## src/rtl/vec_guide_pkg.sv

```systemverilog
// -----------------------------------------------------------------------------
// vec_guide_pkg
// Shared definitions for the chapter-2 vector datapath board tops.
//   - mode_t       : stimulus sequencer mode encoding (drives mode_led directly)
//   - next_mode()  : HOLD -> MANUAL -> AUTO -> HOLD rotation
//   - DEFAULT_*    : board defaults (6-bit switch bus, 50 MHz clock)
// -----------------------------------------------------------------------------
package vec_guide_pkg;

    // Board clock and derived defaults.
    localparam int unsigned CLK_HZ            = 50_000_000;
    localparam int unsigned DEFAULT_WIDTH     = 6;
    // One automatic step per second.
    localparam int unsigned DEFAULT_TICK_DIV  = CLK_HZ;
    // 20 ms of stable input before a button level is believed.
    localparam int unsigned DEFAULT_DB_CYCLES = CLK_HZ / 50;

    // Encoding is visible on the board LEDs, so the values are fixed.
    typedef enum logic [1:0] {
        MODE_HOLD   = 2'b00,
        MODE_MANUAL = 2'b01,
        MODE_AUTO   = 2'b10
    } mode_t;

    // Mode rotation on each mode-button press. The unused encoding 2'b11
    // falls back to HOLD.
    function automatic mode_t next_mode(input mode_t m);
        case (m)
            MODE_HOLD:   next_mode = MODE_MANUAL;
            MODE_MANUAL: next_mode = MODE_AUTO;
            default:     next_mode = MODE_HOLD;
        endcase
    endfunction

endpackage

```

## src/rtl/btn_debounce.sv

```systemverilog
// -----------------------------------------------------------------------------
// btn_debounce
// Synchronizes a raw asynchronous push button into the clk domain and filters
// contact bounce.
//   clk    : system clock
//   rst_n  : asynchronous active-low reset
//   raw    : raw button input, asynchronous, active-high
//   level  : debounced button level
//   press  : one-cycle strobe on the debounced rising edge (none on release)
//
// The debounced level follows the synchronized input only after the two have
// differed for DB_CYCLES consecutive cycles; a single agreeing cycle restarts
// the count. From a clean raw rising edge, press rises DB_CYCLES+2 cycles
// later (two synchronizer stages plus DB_CYCLES of filtering).
// -----------------------------------------------------------------------------
module btn_debounce #(
    parameter int unsigned DB_CYCLES = 1_000_000
) (
    input  logic clk,
    input  logic rst_n,
    input  logic raw,
    output logic level,
    output logic press
);

    // 24 bits covers the full legal DB_CYCLES range.
    localparam int unsigned CNT_W   = 24;
    localparam logic [CNT_W-1:0] DB_LAST = CNT_W'(DB_CYCLES - 1);

    logic             sync_1;
    logic             sync_2;
    logic [CNT_W-1:0] db_cnt;

    // NOTE: non-blocking assignments throughout, so each flop samples the
    // value its neighbour held before the edge; this is what makes the
    // two synchronizer stages really two stages.
    always_ff @(posedge clk or negedge rst_n) begin
        if (!rst_n) begin
            sync_1 <= 1'b0;
            sync_2 <= 1'b0;
            db_cnt <= '0;
            level  <= 1'b0;
            press  <= 1'b0;
        end else begin
            sync_1 <= raw;
            sync_2 <= sync_1;
            press  <= 1'b0;
            if (sync_2 != level) begin
                // db_cnt holds how many disagreeing cycles have already been
                // seen; this cycle is the DB_CYCLES-th one when it hits DB_LAST.
                if (db_cnt == DB_LAST) begin
                    level  <= sync_2;
                    press  <= sync_2;
                    db_cnt <= '0;
                end else begin
                    db_cnt <= db_cnt + 1'b1;
                end
            end else begin
                db_cnt <= '0;
            end
        end
    end

endmodule

```

## src/rtl/vec_stim_sequencer.sv

```systemverilog
// -----------------------------------------------------------------------------
// vec_stim_sequencer
// Stimulus generator for the 6-bit `switch` bus of the chapter-2 vector
// datapaths. Replaces the bench-side stimulus counter on the board.
//   clk        : system clock
//   rst_n      : asynchronous active-low reset
//   btn_step   : raw step button (async, active-high)
//   btn_mode   : raw mode button (async, active-high)
//   load       : synchronous level, loads sw_preset into the counter
//   sw_preset  : preset value for load
//   switch_out : stimulus vector to the datapath `switch` input
//   mode_led   : current mode, 00 HOLD / 01 MANUAL / 10 AUTO
//   step_pulse : one-cycle strobe, high in the cycle switch_out shows a value
//                produced by a step press or an auto tick (never for load)
//
// Modes rotate HOLD -> MANUAL -> AUTO -> HOLD on each mode press. In MANUAL a
// step press increments the counter; in AUTO a prescaled tick does, every
// TICK_DIV cycles. Step presses in other modes are dropped. load overrides
// both increment sources in every mode. The counter wraps modulo 2^WIDTH.
// -----------------------------------------------------------------------------
module vec_stim_sequencer
    import vec_guide_pkg::*;
#(
    parameter int unsigned WIDTH     = DEFAULT_WIDTH,
    parameter int unsigned TICK_DIV  = DEFAULT_TICK_DIV,
    parameter int unsigned DB_CYCLES = DEFAULT_DB_CYCLES
) (
    input  logic             clk,
    input  logic             rst_n,
    input  logic             btn_step,
    input  logic             btn_mode,
    input  logic             load,
    input  logic [WIDTH-1:0] sw_preset,
    output logic [WIDTH-1:0] switch_out,
    output logic [1:0]       mode_led,
    output logic             step_pulse
);

    localparam logic [31:0] TICK_LAST = 32'(TICK_DIV - 1);

    mode_t       state;
    logic [31:0] presc;
    logic        tick;
    logic        advance;

    logic        step_press;
    logic        mode_press;
    logic        step_level;
    logic        mode_level;
    logic        unused_levels;

    // -------------------------------------------------------------------------
    // Button conditioning
    // -------------------------------------------------------------------------
    btn_debounce #(
        .DB_CYCLES (DB_CYCLES)
    ) u_step_db (
        .clk   (clk),
        .rst_n (rst_n),
        .raw   (btn_step),
        .level (step_level),
        .press (step_press)
    );

    btn_debounce #(
        .DB_CYCLES (DB_CYCLES)
    ) u_mode_db (
        .clk   (clk),
        .rst_n (rst_n),
        .raw   (btn_mode),
        .level (mode_level),
        .press (mode_press)
    );

    // Only the press strobes are used here; the levels are kept on the
    // debouncer interface for other board tops.
    assign unused_levels = step_level ^ mode_level;

    // -------------------------------------------------------------------------
    // Mode FSM. mode_led is loaded with the same next value as state, so the
    // LEDs show the new mode in the same cycle the state takes it.
    // -------------------------------------------------------------------------
    always_ff @(posedge clk or negedge rst_n) begin
        if (!rst_n) begin
            state    <= MODE_HOLD;
            mode_led <= MODE_HOLD;
        end else if (mode_press) begin
            state    <= next_mode(state);
            mode_led <= next_mode(state);
        end
    end

    // -------------------------------------------------------------------------
    // Prescaler. Held at 0 outside AUTO so the first tick lands exactly
    // TICK_DIV cycles after AUTO is entered. load does not touch it.
    // -------------------------------------------------------------------------
    always_ff @(posedge clk or negedge rst_n) begin
        if (!rst_n) begin
            presc <= '0;
        end else if (state != MODE_AUTO) begin
            presc <= '0;
        end else if (presc == TICK_LAST) begin
            presc <= '0;
        end else begin
            presc <= presc + 32'd1;
        end
    end

    assign tick = (state == MODE_AUTO) && (presc == TICK_LAST);

    // -------------------------------------------------------------------------
    // Counter. The increment decision uses the current (pre-transition) state,
    // so a tick in the cycle AUTO is left still counts.
    // -------------------------------------------------------------------------
    // NOTE: every always_comb output gets a default before any condition so
    // no path leaves it unassigned and no latch is inferred.
    always_comb begin
        advance = 1'b0;
        if (!load) begin
            advance = ((state == MODE_MANUAL) && step_press) || tick;
        end
    end

    always_ff @(posedge clk or negedge rst_n) begin
        if (!rst_n) begin
            switch_out <= '0;
            step_pulse <= 1'b0;
        end else if (load) begin
            switch_out <= sw_preset;
            step_pulse <= 1'b0;
        end else if (advance) begin
            // Modulo 2^WIDTH: all-ones wraps to zero and still strobes.
            switch_out <= switch_out + WIDTH'(1);
            step_pulse <= 1'b1;
        end else begin
            step_pulse <= 1'b0;
        end
    end

endmodule
```

## config.mk

```make
export PLATFORM = sky130hd
export DESIGN_NAME = vec_stim_sequencer
export DESIGN_NICKNAME = d
export VERILOG_FILES = /design/src/rtl/vec_guide_pkg.sv /design/src/rtl/btn_debounce.sv /design/src/rtl/vec_stim_sequencer.sv
export SDC_FILE = /design/constraint.sdc
export NUM_CORES = 1
export LEC_CHECK = 0
export BUFFER_PORTS_ARGS = -buffer_cell sky130_fd_sc_hd__buf_4
export CAP_MARGIN = 20
export CORE_MARGIN = 2
export CORE_UTILIZATION = 60
export DETAILED_ROUTE_END_ITERATION = 8
export MAX_ROUTING_LAYER = met4
export PLACE_DENSITY = 0.78
export SLEW_MARGIN = 10
export SYNTH_ARGS = -nofsm -noshare
export SYNTH_HDL_FRONTEND = slang
export SYNTH_SLANG_ARGS = --single-unit
```

## constraint.sdc

```tcl
create_clock -name clk -period 5 [get_ports clk]
set_input_delay 0.25 -clock clk [delete_from_list [all_inputs] [get_ports clk]]
set_output_delay 0.25 -clock clk [all_outputs]
set_load 0.01 [all_outputs]
```

# == Word level (Yosys, flattened, before mapping) ==
# Cells that the tools add are included.
# totals
reg_bits,97
in_bits,11
out_inout_bits,9
# classes
n_addsub,4
n_eq_ne,8
n_mux,16
reduce_logical,7
# ops
cell,n
$mux 24,4
$mux 32,2
$add 24x1->24 const B,2
$eq 24x20->1 const B,2
$add 32x1->32 const B,1
$eq 32x26->1 const B,1
$mux 6,2
$mux 1,7
$add 6x1->6 const B,1
$pmux 2 s2,1
$reduce_and 2->1,2
$eq 2x1->1 const B,1
$eq 2x2->1 const B,1
$logic_and 1x1->1,2
$logic_not 2->1,1
$ne 1x1->1,2
$ne 2x2->1 const B,1
$reduce_bool 2->1,1
$logic_or 1x1->1,1

# == Longest topological paths before layout ==
# logic_depth
ltp_word,6
depth_mapped,8
mapped_depth_nobuf,6

# == Modules after synthesis ==
# From an unflattened synthesis, not the netlist that was laid out.
# unflattened
hier_cells,497
hier_area_um2,4893.4
# modules_own_cells
mod,n_inst,cells_each,area_per_inst_um2
btn_debounce,2,132,1365.1
vec_stim_sequencer,1,233,2163.3

# == Least setup slack after synthesis ==
# Ideal clock, no wire load.
# synth_path
path_type,register -> register
from,register presc[0]
to,register switch_out[5]
t_arrival_ns,2.154
setup_slack_ns,2.720
path_stages_with_launch,8
path_buffers,1
synth_period_minus_slack_ns,2.280
path_cell_list,dfrtp_1 -> ha_1 -> nand2_1 -> or3_4 -> or4_4 -> buf_6 -> a21o_1 -> a311o_1
# synth_via
elab_chain_cells,5
# synth_rtl
element,line,rtl
"start, declared",vec_stim_sequencer.sv:42,logic [31:0] presc;
"start signal, assigned",vec_stim_sequencer.sv:105,presc <= presc + 32'd1;
$eq 32x26->1,vec_stim_sequencer.sv:109,assign tick = (state == MODE_AUTO) && (presc == TICK_LAST);
$logic_and 1x1->1,vec_stim_sequencer.sv:109,
$logic_or 1x1->1,vec_stim_sequencer.sv:120,advance = ((state == MODE_MANUAL) && step_press) || tick;
$mux 1,vec_stim_sequencer.sv:119,if (!load) begin
$reduce_bool 2->1 (no source line),--,
"end signal, assigned",vec_stim_sequencer.sv:129,switch_out <= sw_preset;
"end signal, assigned",vec_stim_sequencer.sv:133,switch_out <= switch_out + WIDTH'(1);
"end, declared",vec_stim_sequencer.sv:34,"output logic [WIDTH-1:0] switch_out,"
# No other way between the ends.
# A chain may end at the register's enable or synchronous reset.

# == Worst setup path after layout ==
# layout_path
from,register u_step_db.db_cnt[12]
to,register u_step_db.db_cnt[2]
# layout_via
elab_chain_cells,3
# layout_rtl
element,line,rtl
"start, declared",btn_debounce.sv:32,logic [CNT_W-1:0] db_cnt;
"start signal, assigned",btn_debounce.sv:56,db_cnt <= db_cnt + 1'b1;
$eq 24x20->1,btn_debounce.sv:51,if (db_cnt == DB_LAST) begin
$mux 24,btn_debounce.sv:51,
$mux 24,btn_debounce.sv:48,if (sync_2 != level) begin
# No other way between the ends.

==> reports/results.ini <==
[routing]
ant_nets=0
drc=0
routedWlPerCell_um=14.3
drt_iter0_markers=179
drt-pass1-iter-count=4
viasPerCell=5.69
finalWirelength_mm=8.91
vias=3535

[sta]
worstMarginPinSlew_ns=0.820
slew-limit-headroom_pct=44.8
finalSetupTns_ns=0
finalSetupViolCount=0
finalClockSkew_ns=0.0102
max_freq_mhz=389
hold_viol_final=0
grt_setup_unrepaired=no
period_share_pct=51.4
slew_violations=0
finalCriticalPeriod_ns=2.57

[pwr]
power.leakage_nw=2.09
power_mw=1.38
max-vdd-ir-drop_mv=0.170
cellPowerDensity_nw_per_um2=266

[worst_hold_path]
hold_path.class=in -> reg

[floorplanning]
ios=20
die_h_um=93.0
die_w_um=93.0
num_rows=32
initial_utilization_pct=61.9
core_area_um2=7690
die-area_um2=8660

[global_routing]
gr-total-overflow=0
antenna_found_initial=0
grt_pass1_vias=3406
grt_max_degree=61
grtUsageTotal_pct=23.2
grt_pass1_wl_mm=15.6

[logic_synthesis]
synth_xor_area_share_pct=13.8
netlist_area_um2=4760
ys_types=45
syn_area_per_cell_um2=9.59
synth.net_count=511
synthFlopType=dfrtp_1
synth_compound_area_share_pct=2.39
synth_top_family_by_area=simple AND/OR/NAND/NOR gates
synthCells=496
synth-seq-cells=97
yosys-mux-area-fraction_pct=0.684
ys_async_sr_fraction_pct=100
synth_edf_count=0
yosys.area_share.simple_pct=28.3
yosysWarnings=0
ys_seq_area_share_pct=51.0
synth_fa_ha_area_share_pct=1.05

[layout]
drive_gt1_share_pct=9.06
nets=530
fin_area_um2=5200
layoutNonFillerInstCount=621
fillers=603
diodes=0
area_delta_synth_final_pct=9.34

[worst_setup_path]
critical_path_buf_inv_count=0
rrSetupSlack_ns=2.43
cpMostUsedCell=or4_1
required_ns=5.21
start_kind=register
path_max_fanout=23
end_kind=register
critPathMaxStageDelay_ns=0.59
cpLargestDelayFamily=simple AND/OR/NAND/NOR gates
path_cells=or4_1, or4_1, or3_1, nand2_1, nor2_1
crit_arrival_ns=2.78
cp_slowest_cell=nand2_1
crit_type=reg -> reg

[clock_network]
post-cts-setup-buffers=0
ctsLongestPathBuffers=2
ctsResizeCount=0
clkLatencyLatePin_ns=0.36
ctsHoldBuffers=3
cts_buffers=9
cts_tree=done
ctsRootBufferMaster=clkbuf_8
clock-sinks=97
clkTransAtPathRegs_ns=0.10
htreeDepth=3

[place]
placed_area_um2=4980
place.gp.congestion=0.854
dp.cells=603
post-dp-hpwl_mm=6.03
port_buffers=19

[run_status]
status=finished clean

[flow_run]
cap_violations=0

## cells in the final DEF (no fill, tap or decap), types with 16 or more instances in the layout
master / instances
dfrtp_1: 97
nor2_1: 92
xnor2_1: 48
nand3_1: 38
nand2_1: 30
xor2_1: 27
nor3_1: 23
buf_4: 20
nor4_1: 18
nand4_1: 16
## registers in the layout, summed over array words and instances, names as in the netlist
| signal | count |
|---|---|
| presc | 32 |
| u_mode_db.db_cnt | 24 |
| u_step_db.db_cnt | 24 |
| switch_out | 6 |
| state | 2 |
| step_pulse | 1 |
| u_mode_db.level | 1 |
| u_mode_db.press | 1 |
| u_mode_db.sync_1 | 1 |
| u_mode_db.sync_2 | 1 |
| u_step_db.level | 1 |
| u_step_db.press | 1 |
| u_step_db.sync_1 | 1 |
| u_step_db.sync_2 | 1 |
## path summary, 6_finish.rpt
path                                            from                   to  depth (start not counted)
worst max-delay path            u_step_db.db_cnt[12]  u_step_db.db_cnt[2]                          5
max in group asynchronous                      rst_n  u_step_db.db_cnt[6]                          3
worst min register to register      u_step_db.sync_1     u_step_db.sync_2                          0
min in group asynchronous                      rst_n            presc[21]                          2
worst max register to register  u_step_db.db_cnt[12]  u_step_db.db_cnt[2]                          5
worst min-delay path                    sw_preset[0]        switch_out[0]                          3
## per-layer routing
metal / GRT usage, % / part of all wire, % / wire [um]
met1: 29.3 / 47 / 4190
met2: 38.5 / 49 / 4350
met3: 3.30 / 2.6 / 228
met4: 9.07 / 1.6 / 139
met5: - / 0 / 0
## per-stage QoR
stage               hold WS, ns  util (%)  setup WS, ns
floorplan               -0.0456         -          2.72
global placement          0.242      64.6          2.26
detailed placement        0.243      64.8          2.43
CTS                      0.0803      67.7          2.42
global route             0.0947      67.7          2.26
finish                   0.0956      67.7          2.43
## power breakdown
group          switching [mW]  total (mW)  internal, mW
clock                   0.274       0.504         0.230
combinational          0.0410      0.0693        0.0282
sequential             0.0134       0.809         0.795
## cells by family (layout without fill, tap and decap cells)
kind of cell               count (synthesis)  in the layout
AOI/OAI and AO/OA                         19             19
xor gates and xnor gates                  75             75
adders and majority gates                  4              4
buffers and inverters                     31             54
muxes                                      3              3
and+or+nand+nor                          267            267
DFF                                       97             97
## cell usage after synthesis (2+ instances only)
master | n | area share, %
nand3_1 | 38 | 4.0
nand2_1 | 30 | 2.4
a21oi_1 | 4 | 0.42
mux2_2 | 2 | 0.47
and2_1 | 4 | 0.53
and3_1 | 12 | 1.6
o21ai_0 | 7 | 0.74
nor2_1 | 92 | 7.3
dfrtp_1 | 97 | 51
buf_2 | 5 | 0.53
nor4_1 | 18 | 2.4
clkbuf_1 | 9 | 0.71
nor3b_1 | 4 | 0.63
xnor2_1 | 48 | 8.8
nand4_1 | 16 | 2.1
nor2b_1 | 3 | 0.39
or4_1 | 2 | 0.32
nand2b_1 | 2 | 0.26
nor4b_1 | 3 | 0.55
or3_1 | 3 | 0.39
ha_1 | 4 | 1.1
and4_1 | 7 | 1.3
nor3_1 | 23 | 2.4
inv_1 | 15 | 1.2
or4_2 | 2 | 0.37
xor2_1 | 27 | 5.0
## tightest hold or removal path: stages
cell and delay (ns):
buf_4 0.08, nand2_1 0.05, o31ai_1 0.06
## area by class of cell
type / instances / area (um^2) / share of cell area, %
Sequential cell: 97 / 2430 / 46.7
Multi-Input combinational cell: 368 / 2200 / 42.4
Timing Repair Buffer: 24 / 195 / 3.75
Tap cell: 102 / 128 / 2.45
Clock buffer: 9 / 124 / 2.38
Clock inverter: 6 / 67.6 / 1.30
Inverter: 15 / 56.3 / 1.08
(Power assumes the default switching activity.)
